<file path="src/rtl/ps2_scan_capture.sv">
// PS/2 device-to-host frame receiver. It keeps the two most recent make codes and
// filters out break and extended sequences and typematic repeats.
module ps2_scan_capture #(
    parameter int unsigned SYNC_STAGES    = 2,
    parameter int unsigned FILTER_LEN     = 8,
    parameter int unsigned TIMEOUT_CYCLES = 100000
) (
    input  logic       clock,
    input  logic       reset,
    input  logic       ps2_clk,
    input  logic       ps2_dat,
    output logic [7:0] num1,
    output logic [7:0] num2,
    output logic       code_valid,
    output logic       frame_err
);

    localparam int unsigned FW = $clog2(FILTER_LEN + 1);
    localparam int unsigned TW = $clog2(TIMEOUT_CYCLES + 1);

    localparam logic [1:0] IDLE   = 2'd0;
    localparam logic [1:0] DATA   = 2'd1;
    localparam logic [1:0] PARITY = 2'd2;
    localparam logic [1:0] STOP   = 2'd3;

    logic [SYNC_STAGES-1:0] clk_sync, dat_sync;
    logic                   clk_s, dat_s;
    logic                   clk_filt;
    logic [FW-1:0]          filt_cnt;
    logic                   fall;

    logic [1:0]    state;
    logic [2:0]    bitcnt;
    logic [7:0]    shreg;
    logic          parity_bit;
    logic [TW-1:0] tcnt;
    logic          timeout_hit;

    logic       pend_ok, pend_err;
    logic [7:0] pend_byte;
    logic       brk, ext, held;

    assign clk_s = clk_sync[SYNC_STAGES-1];
    assign dat_s = dat_sync[SYNC_STAGES-1];

    always_ff @(posedge clock or posedge reset) begin
        if (reset) begin
            clk_sync <= '1;
            dat_sync <= '1;
        end else begin
            clk_sync <= {clk_sync[SYNC_STAGES-2:0], ps2_clk};
            dat_sync <= {dat_sync[SYNC_STAGES-2:0], ps2_dat};
        end
    end

    // Filtered clock flips only after FILTER_LEN consecutive samples disagree with it.
    assign fall = clk_filt & ~clk_s & (filt_cnt == FW'(FILTER_LEN - 1));

    always_ff @(posedge clock or posedge reset) begin
        if (reset) begin
            clk_filt <= 1'b1;
            filt_cnt <= '0;
        end else if (clk_s == clk_filt) begin
            filt_cnt <= '0;
        end else if (filt_cnt == FW'(FILTER_LEN - 1)) begin
            clk_filt <= clk_s;
            filt_cnt <= '0;
        end else begin
            filt_cnt <= filt_cnt + FW'(1);
        end
    end

    assign timeout_hit = (state != IDLE) && !fall && (tcnt == TW'(TIMEOUT_CYCLES - 1));

    always_ff @(posedge clock or posedge reset) begin
        if (reset) begin
            state      <= IDLE;
            bitcnt     <= '0;
            shreg      <= '0;
            parity_bit <= 1'b0;
            tcnt       <= '0;
            pend_ok    <= 1'b0;
            pend_err   <= 1'b0;
            pend_byte  <= '0;
        end else begin
            pend_ok  <= 1'b0;
            pend_err <= 1'b0;
            if (state == IDLE) begin
                tcnt <= '0;
                if (fall && !dat_s) begin
                    state  <= DATA;
                    bitcnt <= '0;
                end
            end else if (fall) begin
                tcnt <= '0;
                case (state)
                    DATA: begin
                        shreg  <= {dat_s, shreg[7:1]};
                        bitcnt <= bitcnt + 3'd1;
                        if (bitcnt == 3'd7) state <= PARITY;
                    end
                    PARITY: begin
                        parity_bit <= dat_s;
                        state      <= STOP;
                    end
                    default: begin
                        // Odd parity over data plus parity bit, and stop must be high.
                        if (dat_s && (^{shreg, parity_bit})) begin
                            pend_ok   <= 1'b1;
                            pend_byte <= shreg;
                        end else begin
                            pend_err <= 1'b1;
                        end
                        state <= IDLE;
                    end
                endcase
            end else if (timeout_hit) begin
                state <= IDLE;
                tcnt  <= '0;
            end else begin
                tcnt <= tcnt + TW'(1);
            end
        end
    end

    always_ff @(posedge clock or posedge reset) begin
        if (reset) begin
            num1       <= '0;
            num2       <= '0;
            code_valid <= 1'b0;
            frame_err  <= 1'b0;
            brk        <= 1'b0;
            ext        <= 1'b0;
            held       <= 1'b0;
        end else begin
            code_valid <= 1'b0;
            frame_err  <= pend_err | timeout_hit;
            if (pend_err) begin
                brk <= 1'b0;
                ext <= 1'b0;
            end else if (pend_ok) begin
                if (pend_byte == 8'hE0) begin
                    ext <= 1'b1;
                end else if (pend_byte == 8'hF0) begin
                    brk <= 1'b1;
                end else if (brk) begin
                    if (pend_byte == num1) held <= 1'b0;
                    brk <= 1'b0;
                    ext <= 1'b0;
                end else if (ext) begin
                    ext <= 1'b0;
                end else if (!(held && pend_byte == num1)) begin
                    num2       <= num1;
                    num1       <= pend_byte;
                    held       <= 1'b1;
                    code_valid <= 1'b1;
                end
            end
        end
    end

endmodule

</file>
<file path="config.mk">
export PLATFORM = sky130hd
export DESIGN_NAME = ps2_scan_capture
export DESIGN_NICKNAME = d
export VERILOG_FILES = /design/src/rtl/ps2_scan_capture.sv
export SDC_FILE = /design/constraint.sdc
export NUM_CORES = 1
export LEC_CHECK = 0
export BUFFER_PORTS_ARGS = -buffer_cell sky130_fd_sc_hd__buf_2
export CAP_MARGIN = 40
export CELL_PAD_IN_SITES_DETAIL_PLACEMENT = 1
export CELL_PAD_IN_SITES_GLOBAL_PLACEMENT = 2
export CORE_MARGIN = 1
export CORE_UTILIZATION = 41
export CTS_CLUSTER_DIAMETER = 200
export DETAILED_ROUTE_END_ITERATION = 8
export MAX_ROUTING_LAYER = met4
export PLACE_DENSITY_LB_ADDON = 0.1
export RECOVER_POWER = 25
export SYNTH_ARGS = -nofsm -noshare
export SYNTH_HDL_FRONTEND = slang
export SYNTH_SLANG_ARGS = --single-unit
export TNS_END_PERCENT = 1
</file>
<file path="constraint.sdc">
create_clock -name clock -period 2.4 [get_ports clock]
set_input_delay 0 -clock clock [delete_from_list [all_inputs] [get_ports clock]]
set_output_delay 0 -clock clock [all_outputs]
set_load 0.05 [all_outputs]
</file>
==> results of run 1 <==
==> placed cells by master (no fill, tap or decap), drive strengths merged, types with 3 or more instances in the layout <==
cell type    Yosys  layout
dlygate4sd3      0       3
dfrtp           66      66
nand4            8       8
buf              1      26
o21ai            7       7
nand3            6       6
inv             12      12
mux2            34      34
nor3             6       6
nor4             3       3
nand2           14      14
and3             5       5
a21oi           13      13
ha              10      10
nor2            20      20
or3              3       3
clkinv           0       3
dfstp            5       5
clkbuf           3      14
xnor2            8       8
xor2            16      16
nor4bb           3       3
or4              4       4
==> power groups by stage <==
stage / clock, uW / sequential [uW] / combinational [uW]
global route: 1030 / 1300 / 352
detailed placement: 0 / 1320 / 306
global placement: 0 / 1320 / 299
finish: 955 / 1300 / 300
floorplan: 0 / 1310 / 215
CTS: 990 / 1290 / 311
==> what timing repair did <==
item                                    CTS  global route
endpoints found under the setup margin    0             0
hold buffers                              3             0
endpoints found under the hold margin    30             0
==> state kept, by name, summed over array words and instances, names as in the netlist, 3 cells and up <==
signal     flops
pend_byte      8
shreg          8
bitcnt         3
filt_cnt       4
num1           8
num2           8
tcnt          17
==> logic make-up (layout without fill, tap and decap cells) <==
| logic type | Yosys count | in the layout | synth area share |
|---|---|---|---|
| AOI/OAI and AO/OA | 28 | 28 | 0.0563 |
| adders and majority gates | 10 | 10 | 0.0380 |
| and+or+nand+nor | 82 | 82 | 0.139 |
| DFF | 71 | 71 | 0.542 |
| buffers and inverters | 16 | 61 | 0.0205 |
| muxes | 36 | 36 | 0.126 |
| xor gates and xnor gates | 26 | 26 | 0.0787 |
==> worst min-delay path by stage <==
stage | startpoint | end | slack (ns) | depth (start not counted)
6_report | ps2_dat | dat_sync[0] | 0.30 | 2
5_1_grt | ps2_clk | clk_sync[0] | 0.30 | 2
4_1_cts | ps2_clk | clk_sync[0] | 0.28 | 2
3_5_place_dp | ps2_clk | clk_sync[0] | 0.11 | 1
3_3_place_gp | ps2_dat | dat_sync[0] | 0.11 | 1
2_1_floorplan | ps2_clk | clk_sync[0] | 0.004 | 0
==> per-layer routing <==
| layer | up-vias | track usage |
|---|---|---|
| met5 | - | - |
| met3 | 10 | 0.0335 |
| met2 | 28 | 0.289 |
| met1 | 1096 | 0.217 |
| li1 | 1038 | - |
| met4 | 0 | 0.0794 |
==> area by class of cell <==
class | instances | area, um^2
Sequential cell | 71 | 1780
Clock buffer | 10 | 138
Clock inverter | 6 | 60.1
Fill cell | 846 | 3920
Timing Repair Buffer | 33 | 210
Inverter | 12 | 45.0
Multi-Input combinational cell | 182 | 1440
Tap cell | 102 | 128
==> through the flow <==
stage / total power [uW] / utilization
floorplan: 1520 / -
global placement: 1610 / 0.464
detailed placement: 1620 / 0.464
CTS: 2600 / 0.493
global route: 2680 / 0.492
finish: 2550 / 0.492
==> worst reg2reg max path: stages (launching register included) <==
cell and delay, ns:
dfstp_2 0.53, ha_1 0.15, nand4b_1 0.15, or4_4 0.52
mux2i_4 0.32, mux2_2 0.38
==> results.cfg, run 1 <==
[run_status]
status = complete, no violations

[power_and_ir_drop]
combPwrFrac = 0.117
p_int_uw = 1860
power.density_nw_per_um2 = 670
p_sw_uw = 693
p_sw_frac = 0.272
power.leakage_uw = 0.00186
peakVddDrop_mv = 0.270
p_clk_frac = 0.374
pwr-share-seq = 0.508

[logic_synthesis]
yosysTopAreaCell = dfrtp_1
netlist_instances = 269
syn_nets = 283
netlist.area_leader.share = 0.502
netlist_area_um2 = 3290
synth_ff_type = dfrtp_1
synth_cell_types = 42
async_reset_ff_frac = 1.00
syn_avg_cell_area_um2 = 12.2
synth-seq-cells = 71
synth.most_common_cell = dfrtp_1
synth_common_cells = 66 x dfrtp_1, 34 x mux2_2, 20 x nor2_1
synth_warnings = 0
synth_edf_count = 0
synthTopCellsByArea = dfrtp_1 50%, mux2_2 12%, xor2_1 4.3%
synth_seq_area_share = 0.542

[routing]
ant_nets = 0
drc_errors = 0
drt-pass1-iter-count = 4
wl_met3_um = 157
wl_mm = 6.42
top_layer_used = met4
post_drt_wl_per_cell_um = 15.4
drt_iter0_drc = 57
vias = 2172
wl_met2_mm = 3.18
met1_length_mm = 2.99
viasPerCell = 5.22

[worst_setup_path]
cp-endpoint = pend_byte[3]
rr_endpoint = pend_byte[3]
slowest_stage = dfstp_2
timing.rr.start = clk_filt
cp_slowest_stage_delay_ns = 0.53
cp-start-kind = register
rr_worst_depth = 5
startpoint = clk_filt
critical-path-top-delay-family = multiplexers
crit_arrival_ns = 2.38
cp-end-kind = register
cp.depth = 5
cp.required_ns = 2.63
critPathBufInv = 0
critPathKind = reg2reg
ff2ff_setup_slack_ns = 0.25
crit_fanout = 8
cp_cell_sequence = ha_1 > nand4b_1 > or4_4 > mux2i_4 > mux2_2

[timing]
hold-worst-slack_ns = 0.303
timing.final.ws_setup_ns = 0.249
skew_ns = 0.00890
maxSlewHeadroom = 0.106
period_needed_ns = 2.15
fmax_mhz = 465
drv_slew = 0
timing.final.crit_share = 0.896
finalSetupTns_ns = 0
final_hold_viol_count = 0
tightest_slew_ns = 1.34
rsz0062_at_grt = false
finalSetupViolCount = 0

[die]
core_um2 = 7730
die_w_um = 91.6
start_util = 0.426
die_area_um2 = 8390
die_h_um = 91.6
num_rows = 32
io_pins = 22

[cells_and_area]
syn_to_final_growth_pct = 15.6
diodes = 0
final_cells = 416
drive_above_1_share = 0.277
layout.nets = 323
final_area_um2 = 3800

[place]
dpl.hpwl_mm = 4.51
preCtsSetupSlack_ns = 0.248
placed_cells = 397
portBuffers = 21
routabilityCongestion = 0.737
placed_area_um2 = 3580

[global_routing]
grt_pass1_wl_mm = 11.3
grt_usage = 0.178
grt_pass1_vias = 2309
grt_max_degree = 40
grt_overflow = 0
grt_antenna_before_repair = 0

[cts]
clock_latency_ns = 0.34
clock_path_buffers = 2
clock_sinks = 71
post_cts_resized = 0
cts.clk_slew.worst_paths_ns = 0.07
cts_root_buffer = clkbuf_8
htree_levels = 3
tritoncts = done
cts_inserted_buffers = 9
post_cts_buffers = 0

[run]
cap_violations = 0

[min_path]
hp-class = in2reg
(Power assumes the default switching activity.)
==> inputs of run 2 (changes only) <==
--- a/config.mk
+++ b/config.mk
@@ -16,6 +16,7 @@
 export MAX_ROUTING_LAYER = met4
 export PLACE_DENSITY_LB_ADDON = 0.1
 export RECOVER_POWER = 25
+export SLEW_MARGIN = 40
 export SYNTH_ARGS = -nofsm -noshare
 export SYNTH_HDL_FRONTEND = slang
 export SYNTH_SLANG_ARGS = --single-unit
==> constraint.sdc (replaced) <==
create_clock -name clock -period 2.11 [get_ports clock]
set_input_delay 0 -clock clock [delete_from_list [all_inputs] [get_ports clock]]
set_output_delay 0 -clock clock [all_outputs]
set_load 0.05 [all_outputs]
==> run 2 against run 1 <==
The run now ends with capacitance limit, slew limit left. Sequential cell count stayed put. Fmax rose by 2.3%. Non-clock buffer count rose by 12. First-iteration DRC count increased by 16%. Clock skew is 0.0012 ns higher. Combinational power grew 22%. Sequential share of layout area is 1.2 points lower. Total power increased by 15%. Cell count increased by 2.9%. Clock-buffer cell count stayed put. Design area increased by 2.5%. Die area stayed put. Critical endpoint is now pend_byte[7].
==> results.cfg, run 2 (synthesized netlist as in run 1, its figures left out) <==
[die]
die_h_um = 91.6
start_util = 0.426
die_w_um = 91.6
die_area_um2 = 8390
io_pins = 22
core_um2 = 7730
num_rows = 32

[timing]
timing.final.crit_share = 0.996
period_needed_ns = 2.10
rsz0062_at_grt = true
final_hold_viol_count = 0
hold-worst-slack_ns = 0.298
skew_ns = 0.0101
finalSetupViolCount = 0
tightest_slew_ns = 1.61
maxSlewHeadroom = -0.0721
fmax_mhz = 476
drv_slew = 72

[cells_and_area]
nFillCells = 826
diodes = 0
final_common_cell = dfrtp_1
final_core_util = 0.505
layout_common_cells = 66 x dfrtp_1, 34 x mux2_2, 22 x buf_2
multiInputGateArea_um2 = 1450
regArea_um2 = 1780
drive_above_1_share = 0.316
regMostFlops = tcnt
largest_reg_flops = 17
layout.nets = 335
syn_to_final_growth_pct = 18.5

[worst_setup_path]
crit_fanout = 8
critPathKind = reg2reg
cp-start-kind = register
critPathBufInv = 1
critical-path-top-delay-family = XOR/XNOR gates
cp_cell_sequence = xnor3_4 > or4_4 > mux2i_4 > buf_12 > mux2_2
crit_arrival_ns = 2.33
cp-end-kind = register
cp.required_ns = 2.34
cp_slowest_stage_delay_ns = 0.51
slowest_stage = xnor3_4

[cts]
clock_path_buffers = 2
tritoncts = done
cts.clk_slew.worst_paths_ns = 0.08
htree_levels = 3
clock_latency_ns = 0.35
cts_inserted_buffers = 9
cts_root_buffer = clkbuf_8
clock_sinks = 71

[global_routing]
grt_max_degree = 72
grt_pass1_wl_mm = 11.6
grt_antenna_before_repair = 0
grt_usage = 0.186
grt_pass1_vias = 2433
grt_overflow = 0

[place]
portBuffers = 21
routabilityCongestion = 0.749
dpl.hpwl_mm = 4.63

[power_and_ir_drop]
p_total_uw = 2930
p_clk_frac = 0.373
combPwrFrac = 0.125
power.leakage_uw = 0.00193
p_sw_frac = 0.278
pwr-share-seq = 0.502
peakVddDrop_mv = 0.320
p_int_uw = 2110
p_sw_uw = 816
power.density_nw_per_um2 = 751

[routing]
vias = 2182
ant_nets = 0
wl_mm = 6.59
viasPerCell = 5.10
wl_met3_um = 139
wl_met2_mm = 3.45
post_drt_wl_per_cell_um = 15.4
drt-pass1-iter-count = 3
drc_errors = 0
top_layer_used = met4
drt_iter0_drc = 66
met1_length_mm = 2.88

[min_path]
hp-class = in2reg

[run]
cap_violations = 1

[run_status]
status = complete, but fails checks
violations = capacitance limit, slew limit
[run 2: stage by stage]
stage	area, um^2	setup TNS, ns	cells	setup WS [ns]
2_1_floorplan	3290	-0.498	269	-0.0514
3_3_place_gp	3660	-0.0458	407	-0.00627
3_5_place_dp	3660	-0.337	407	-0.0523
4_1_cts	3910	-0.00208	428	-0.00208
5_1_grt	3900	-0.811	428	-0.115
6_report	3900	0	428	0.00745
[run 2: final cells by class]
cell class              instances  share of cell area
flip-flops and latches         71               0.457
multi-input cells             182               0.370
repair buffers                 45              0.0776
clock buffers                  10              0.0327
well taps                     102              0.0327
clock inverters                 6              0.0180
inverters                      12              0.0115
[run 2: worst paths after layout]
kind / start / endpoint / slack [ns] / depth (start not counted)
min in group asynchronous: reset / pend_byte[3] / 0.75 / 4
setup reg to reg: shreg[6] / pend_byte[7] / 0.007 / 5
setup / recovery: shreg[6] / pend_byte[7] / 0.007 / 5
hold reg to reg: clk_sync[0] / clk_sync[1] / 0.36 / 0
hold / removal: ps2_dat / dat_sync[0] / 0.30 / 2
max in group asynchronous: reset / tcnt[13] / 0.37 / 4
[run 2: per-layer routing]
metal,up-vias,track usage
li1,1060,-
met1,1092,0.213
met2,21,0.318
met3,9,0.0302
met4,0,0.0873
met5,-,-
[run 2: power groups by stage]
stage	clock network [uW]	registers (uW)	logic, uW
3_3_place_gp	0	1500	373
4_1_cts	1140	1470	381
3_5_place_dp	0	1500	376
6_report	1090	1470	367
5_1_grt	1190	1480	434
2_1_floorplan	0	1490	244
[run 2: timing repair]
action / in CTS / in global routing
pin swaps: 0 / 2
endpoints found under the hold margin: 68 / 0
hold buffers: 3 / 0
endpoints found under the setup margin: 8 / 9
setup buffers: 2 / 0
gates resized for setup: 0 / 1
